$ cat src/rtl/overload_tx.sv
// overload_tx
//   Transmit side of CAN overload handling. When the frame-maker requests it,
//   this block sends one overload frame on the bus:
//     - an overload flag of FLAG_LEN dominant bits,
//     - tolerance of flag superposition from other nodes,
//     - an overload delimiter of DELIM_LEN recessive bits.
//   It drives canTX on writePoint strobes and reads canRX on samplePoint
//   strobes, both supplied by the bit-timing block.
//
// Ports
//   clock          in   system clock, all logic on rising edge
//   reset          in   asynchronous active-high reset
//   writePoint     in   strobe: canTX may change on this cycle only
//   samplePoint    in   strobe: canRX is valid on this cycle
//   canRX          in   sampled bus level (0 = dominant)
//   startOverload  in   level request to send an overload frame
//   clearCount     in   clears overloadCount
//   canTX          out  registered bus drive (0 = dominant)
//   overloadActive out  high while not IDLE
//   endOverload    out  pulse: delimiter completed correctly
//   bitError       out  pulse: recessive read back while sending the flag
//   formError      out  pulse: dominant inside the delimiter
//   stuckError     out  pulse: too many dominants after the own flag
//   overloadCount  out  overload frames started since clearCount (saturating)

module overload_tx #(
  parameter int FLAG_LEN      = 6,
  parameter int DELIM_LEN     = 8,
  parameter int MAX_SUPERPOS  = 7,
  parameter int MAX_OVERLOADS = 2
) (
  input  logic       clock,
  input  logic       reset,
  input  logic       writePoint,
  input  logic       samplePoint,
  input  logic       canRX,
  input  logic       startOverload,
  input  logic       clearCount,
  output logic       canTX,
  output logic       overloadActive,
  output logic       endOverload,
  output logic       bitError,
  output logic       formError,
  output logic       stuckError,
  output logic [1:0] overloadCount
);

  localparam logic [3:0] FLAG_LEN_C     = 4'(FLAG_LEN);
  localparam logic [3:0] DELIM_LEN_C    = 4'(DELIM_LEN);
  localparam logic [3:0] DELIM_LAST_C   = 4'(DELIM_LEN - 1);
  localparam logic [3:0] MAX_SUPERPOS_C = 4'(MAX_SUPERPOS);
  localparam logic [1:0] MAX_OVL_C      = 2'(MAX_OVERLOADS);

  typedef enum logic [1:0] {
    IDLE     = 2'd0,
    FLAG     = 2'd1,
    WAIT_REC = 2'd2,
    DELIM    = 2'd3
  } state_t;

  state_t     state_q, state_d;
  logic [3:0] bit_cnt_q, bit_cnt_d;
  logic [3:0] dom_cnt_q, dom_cnt_d;
  logic [1:0] count_q, count_d;
  logic       tx_q, tx_d;
  logic       active_q, active_d;
  logic       end_q, end_d;
  logic       bit_err_q, bit_err_d;
  logic       form_err_q, form_err_d;
  logic       stuck_err_q, stuck_err_d;

  logic       inc_s;
  logic       room_s;
  logic [3:0] bit_inc_s;
  logic [3:0] dom_inc_s;

  assign room_s    = (count_q < MAX_OVL_C);
  assign bit_inc_s = bit_cnt_q + 4'd1;
  assign dom_inc_s = dom_cnt_q + 4'd1;

  // Next-state, counter and pulse decode for the overload sequencer.
  always_comb begin
    state_d     = state_q;
    bit_cnt_d   = bit_cnt_q;
    dom_cnt_d   = dom_cnt_q;
    inc_s       = 1'b0;
    end_d       = 1'b0;
    bit_err_d   = 1'b0;
    form_err_d  = 1'b0;
    stuck_err_d = 1'b0;

    case (state_q)
      IDLE: begin
        if (startOverload && room_s) begin
          state_d   = FLAG;
          bit_cnt_d = 4'd0;
          inc_s     = 1'b1;
        end else begin
          state_d   = IDLE;
        end
      end

      FLAG: begin
        if (samplePoint) begin
          if (canRX) begin
            bit_err_d = 1'b1;
            state_d   = IDLE;
          end else begin
            bit_cnt_d = bit_inc_s;
            if (bit_inc_s == FLAG_LEN_C) begin
              state_d   = WAIT_REC;
              dom_cnt_d = 4'd0;
            end else begin
              state_d   = FLAG;
            end
          end
        end else begin
          state_d = FLAG;
        end
      end

      WAIT_REC: begin
        if (samplePoint) begin
          if (!canRX) begin
            dom_cnt_d = dom_inc_s;
            if (dom_inc_s > MAX_SUPERPOS_C) begin
              stuck_err_d = 1'b1;
              state_d     = IDLE;
            end else begin
              state_d     = WAIT_REC;
            end
          end else begin
            // The first recessive bit is already delimiter bit 1.
            state_d   = DELIM;
            bit_cnt_d = 4'd1;
          end
        end else begin
          state_d = WAIT_REC;
        end
      end

      DELIM: begin
        if (samplePoint) begin
          if (canRX) begin
            bit_cnt_d = bit_inc_s;
            if (bit_inc_s == DELIM_LEN_C) begin
              end_d   = 1'b1;
              state_d = IDLE;
            end else begin
              state_d = DELIM;
            end
          end else if (bit_cnt_q == DELIM_LAST_C) begin
            // Dominant on the last delimiter bit is a fresh overload condition.
            if (room_s) begin
              state_d   = FLAG;
              bit_cnt_d = 4'd0;
              inc_s     = 1'b1;
            end else begin
              form_err_d = 1'b1;
              state_d    = IDLE;
            end
          end else begin
            form_err_d = 1'b1;
            state_d    = IDLE;
          end
        end else begin
          state_d = DELIM;
        end
      end

      default: begin
        state_d = IDLE;
      end
    endcase

    // clearCount wins over a same-cycle increment.
    if (clearCount) begin
      count_d = 2'd0;
    end else if (inc_s && room_s) begin
      count_d = count_q + 2'd1;
    end else begin
      count_d = count_q;
    end

    // canTX follows the pre-transition state, and only on write points.
    if (writePoint) begin
      tx_d = (state_q == FLAG) ? 1'b0 : 1'b1;
    end else begin
      tx_d = tx_q;
    end

    active_d = (state_d != IDLE);
  end

  // State, counters and registered outputs.
  always_ff @(posedge clock or posedge reset) begin
    if (reset) begin
      state_q     <= IDLE;
      bit_cnt_q   <= 4'd0;
      dom_cnt_q   <= 4'd0;
      count_q     <= 2'd0;
      tx_q        <= 1'b1;
      active_q    <= 1'b0;
      end_q       <= 1'b0;
      bit_err_q   <= 1'b0;
      form_err_q  <= 1'b0;
      stuck_err_q <= 1'b0;
    end else begin
      state_q     <= state_d;
      bit_cnt_q   <= bit_cnt_d;
      dom_cnt_q   <= dom_cnt_d;
      count_q     <= count_d;
      tx_q        <= tx_d;
      active_q    <= active_d;
      end_q       <= end_d;
      bit_err_q   <= bit_err_d;
      form_err_q  <= form_err_d;
      stuck_err_q <= stuck_err_d;
    end
  end

  assign canTX          = tx_q;
  assign overloadActive = active_q;
  assign endOverload    = end_q;
  assign bitError       = bit_err_q;
  assign formError      = form_err_q;
  assign stuckError     = stuck_err_q;
  assign overloadCount  = count_q;

endmodule

$ cat config.mk
export PLATFORM = sky130hd
export DESIGN_NAME = overload_tx
export DESIGN_NICKNAME = d
export VERILOG_FILES = /design/src/rtl/overload_tx.sv
export SDC_FILE = /design/constraint.sdc
export NUM_CORES = 1
export LEC_CHECK = 0
export CAP_MARGIN = 20
export CORE_MARGIN = 4
export CORE_UTILIZATION = 56
export CTS_BUF_LIST = sky130_fd_sc_hd__clkbuf_4 sky130_fd_sc_hd__clkbuf_8
export CTS_CLUSTER_SIZE = 25
export DETAILED_ROUTE_END_ITERATION = 6
export GPL_TIMING_DRIVEN = 1
export PLACE_DENSITY = 0.81
export SLEW_MARGIN = 20
export SYNTH_ARGS = -nofsm -noshare
export SYNTH_HDL_FRONTEND = slang
export SYNTH_SLANG_ARGS = --single-unit
export TNS_END_PERCENT = 5
$ cat constraint.sdc
create_clock -name clock -period 2.7 [get_ports clock]
set_input_delay 0.54 -clock clock [delete_from_list [all_inputs] [get_ports clock]]
set_output_delay 0.54 -clock clock [all_outputs]
set_load 0.02 [all_outputs]
==> impl_results.md <==
- Total GRT Usage: approximately 18%
- Minimum clock period: between 2 and 2.5 ns
- # diodes: 0
- Hold/Removal Path Class: flip-flop to flip-flop
- Max Cap Viol: 0
- Clock transition at the registers of the reported paths: 0.11 ns
- Result of the run: completed
- Gpl congestion: 0.8500
- Syn Inst Count: 109
- Max-slew headroom: 55.63%
- TritonRoute pass-1 iters: 4
- Tcrit/Tclk final: about three quarters
- Iteration-0 DRC Markers: 24
- Placed cell area: 1264 um2
- Core Region: around 1800 um2
- Max-slew violations: 0
- Post-CTS Resized: 0
- WL final: roughly 2200 um
- CTS tree: done
- Synth Warn #: 0
- Total gr overflow: 0
- Largest net degree at the start of global routing: 19
- Average vias per placed instance: ~5.8
- Commonest register cell after synthesis: dfrtp_1
- Die height: 52.24 um
- Yosys top cell by area: dfrtp_1
- Routed len/inst: 14.49 um
- Number of flops mapped to enable cells by yosys: 0
- Critical Path Source: canRX
- Inserted Clock Buffers: 3
- Clock Path Buffers: 2
- Initial antenna violation count: 0
- Peak supply drop: 0.0005078 V
- Setup_tns: 0 ns
- Setup ws final: 0.6535 ns
- Layout Nets: around 140
- Layout area overhead: 18.04%
- CP max stage delay: 0.58 ns
- Clock share of power: 16.7%
- CTS root buffer: clkbuf_4
- Cell row count: 15
- Sequential power share: between 40 and 50%
- First-pass GRT wire length: between 3000 and 4000 um
- Total Power: 0.8901 mW
- Peak Freq: 488.6 MHz
- Hold_buf cts: 0
- Input/output buffers: 14
- Vias: 879
- Average size of a mapped cell: approximately 10 um2
- Skew final: ~0.01 ns
- Slew @ Worst Pin: 0.6648 ns
- # setup viols final: 0
- Seq/Total Area, Yosys: 41.21%
- Number of global-route vias before repair: 789
- Worst-skew pair later-pin latency: 0.29 ns
- Top-Level Pins: 15
- Startpoint Class: primary input
- Non-filler cells, final: 151
- Internal: 0.5580 mW
- CP required: between 2 and 3 ns
- Die footprint: ~2700 um2
- # DRC: 0
- Placed cell count: 147
- Endpoint type of the worst setup path: flip-flop
- Final ANT Viol Nets: 0
- Hold Startpoint: canTX
- Post CTS Setup Buffer Count: 0
- Top-area cell type share of the netlist area: 38.81%
- #FFs+latches synth: 18
- Yosys cell types: 37
- Post-Syn Area: 1096 um2
- Psw: 0.3321 mW
- Largest fanout on the critical path: 10
- H-tree depth: 1
- Worst slack at placement: 0.4149 ns
- Synth async-reset ratio: 100.0%
- WS Path Type: primary input to flip-flop
- Initial core utilization: roughly three fifths
- Pwr/cell area: slightly below 700 nW/um2
- Mapped Nets: 126
- Clk sinks: 18
- Switching share of total power: 37.31%
- Combinational power share: 42.5%
- Final hold vios: 0
- Top post-synthesis cells by area: dfrtp_1 39%, ha_1 11%, nand2b_1 3.4%
- R2r startpoint: bit_cnt_q[0]
- CP arrival: 2.24 ns
- P_leak: 0.5652 nW
- Share of cells above drive strength 1: 11.11%
- CP max stage cell: clkdlybuf4s50_1
- Die width: 52.24 um
- RSZ-0062 raised after global routing: no
- DP HPWL: 1582 um
- Cells along the critical path: clkdlybuf4s50_1 -> nand2b_1 -> o21bai_1 -> or2_4 -> a221o_1
- Finished Cell Area: 1294 um2
==> power by group through the flow <==
stage / clock network (mW) / logic (mW) / registers [mW]
floorplan: 0 / 0.242 / 0.387
global placement: 0 / 0.366 / 0.365
detailed placement: 0 / 0.373 / 0.368
CTS: 0.153 / 0.376 / 0.362
global route: 0.165 / 0.418 / 0.370
finish: 0.149 / 0.379 / 0.363
==> sequential cells by signal, summed over array words and instances (netlist names) <==
name,cells
endOverload,1
dom_cnt_q,4
canTX,1
bit_cnt_q,4
formError,1
stuckError,1
bitError,1
overloadActive,1
overloadCount,2
state_q,2
==> Yosys cell counts (all sizes together) (3+ instances only) <==
master / n
a22o: 3
nor2: 9
o21ai: 7
nor3: 4
nand2b: 6
or2: 3
nand2: 4
ha: 10
nand3b: 3
a21oi: 7
dfrtp: 17
inv: 9
==> cell usage in the layout, fill, tap and decap left out, types with 4 or more instances in the layout <==
cell type,Yosys,layout
dfrtp_1,17,17
clkdlybuf4s50_1,0,14
nand2_1,4,4
nor2_1,9,9
inv_1,9,9
a21oi_1,7,7
nand2b_1,6,6
o21ai_0,6,6
nor3_1,4,4
ha_1,10,10
clkbuf_4,0,4
==> per-layer routing <==
layer / GRT usage [%] / vias to the layer above / wire (um)
li1: - / 419 / -
met4: 5.106 / 0 / 26
met2: 29.92 / 40 / 1024
met1: 22.92 / 415 / 1020
met5: 0 / - / 0
met3: 3.419 / 5 / 116
==> metrics by stage <==
stage	util, %	hold WS (ns)
floorplan	-	0.4778
global placement	70.88	0.4918
detailed placement	70.88	0.5045
CTS	72.56	0.5215
global route	72.56	0.5504
finish	72.56	0.5185
==> critical path: cells and delay by family <==
family,cells,cell delay [ns]
compound gates,2,0.53
simple gates,2,0.59
buf+inv,1,0.58
==> cells by family after synthesis <==
logic type      after synthesis  share of synthesized area [%]
fa+ha+maj                    10                          11.42
compound gates               27                          18.49
mux                           2                          2.055
flops                        18                          41.21
buf+inv                      10                          3.424
xor+xnor                      3                          2.398
simple gates                 39                          21.00
==> layout make-up <==
cell class | instances | area [um2]
timing repair buffer | 14 | 140.1
sequential | 18 | 451.7
inverter | 9 | 33.78
tap | 25 | 31.28
multi-input combinational | 81 | 606.8
fill | 139 | 489.2
clock buffer | 4 | 30.03
==> final timing paths <==
| check | slack (ns) | end | cells past startpoint |
|---|---|---|---|
| worst max-delay path | 0.65 | dom_cnt_q[2] | 5 |
| worst min-delay path | 0.52 | canTX | 2 |
| worst max register to register | 0.67 | dom_cnt_q[2] | 6 |
| worst min register to register | 0.52 | canTX | 2 |
| max in group asynchronous | 1.63 | overloadCount[0] | 2 |
| min in group asynchronous | 0.64 | stuckError | 2 |
Note: power is estimated with default switching activity, not from simulation.
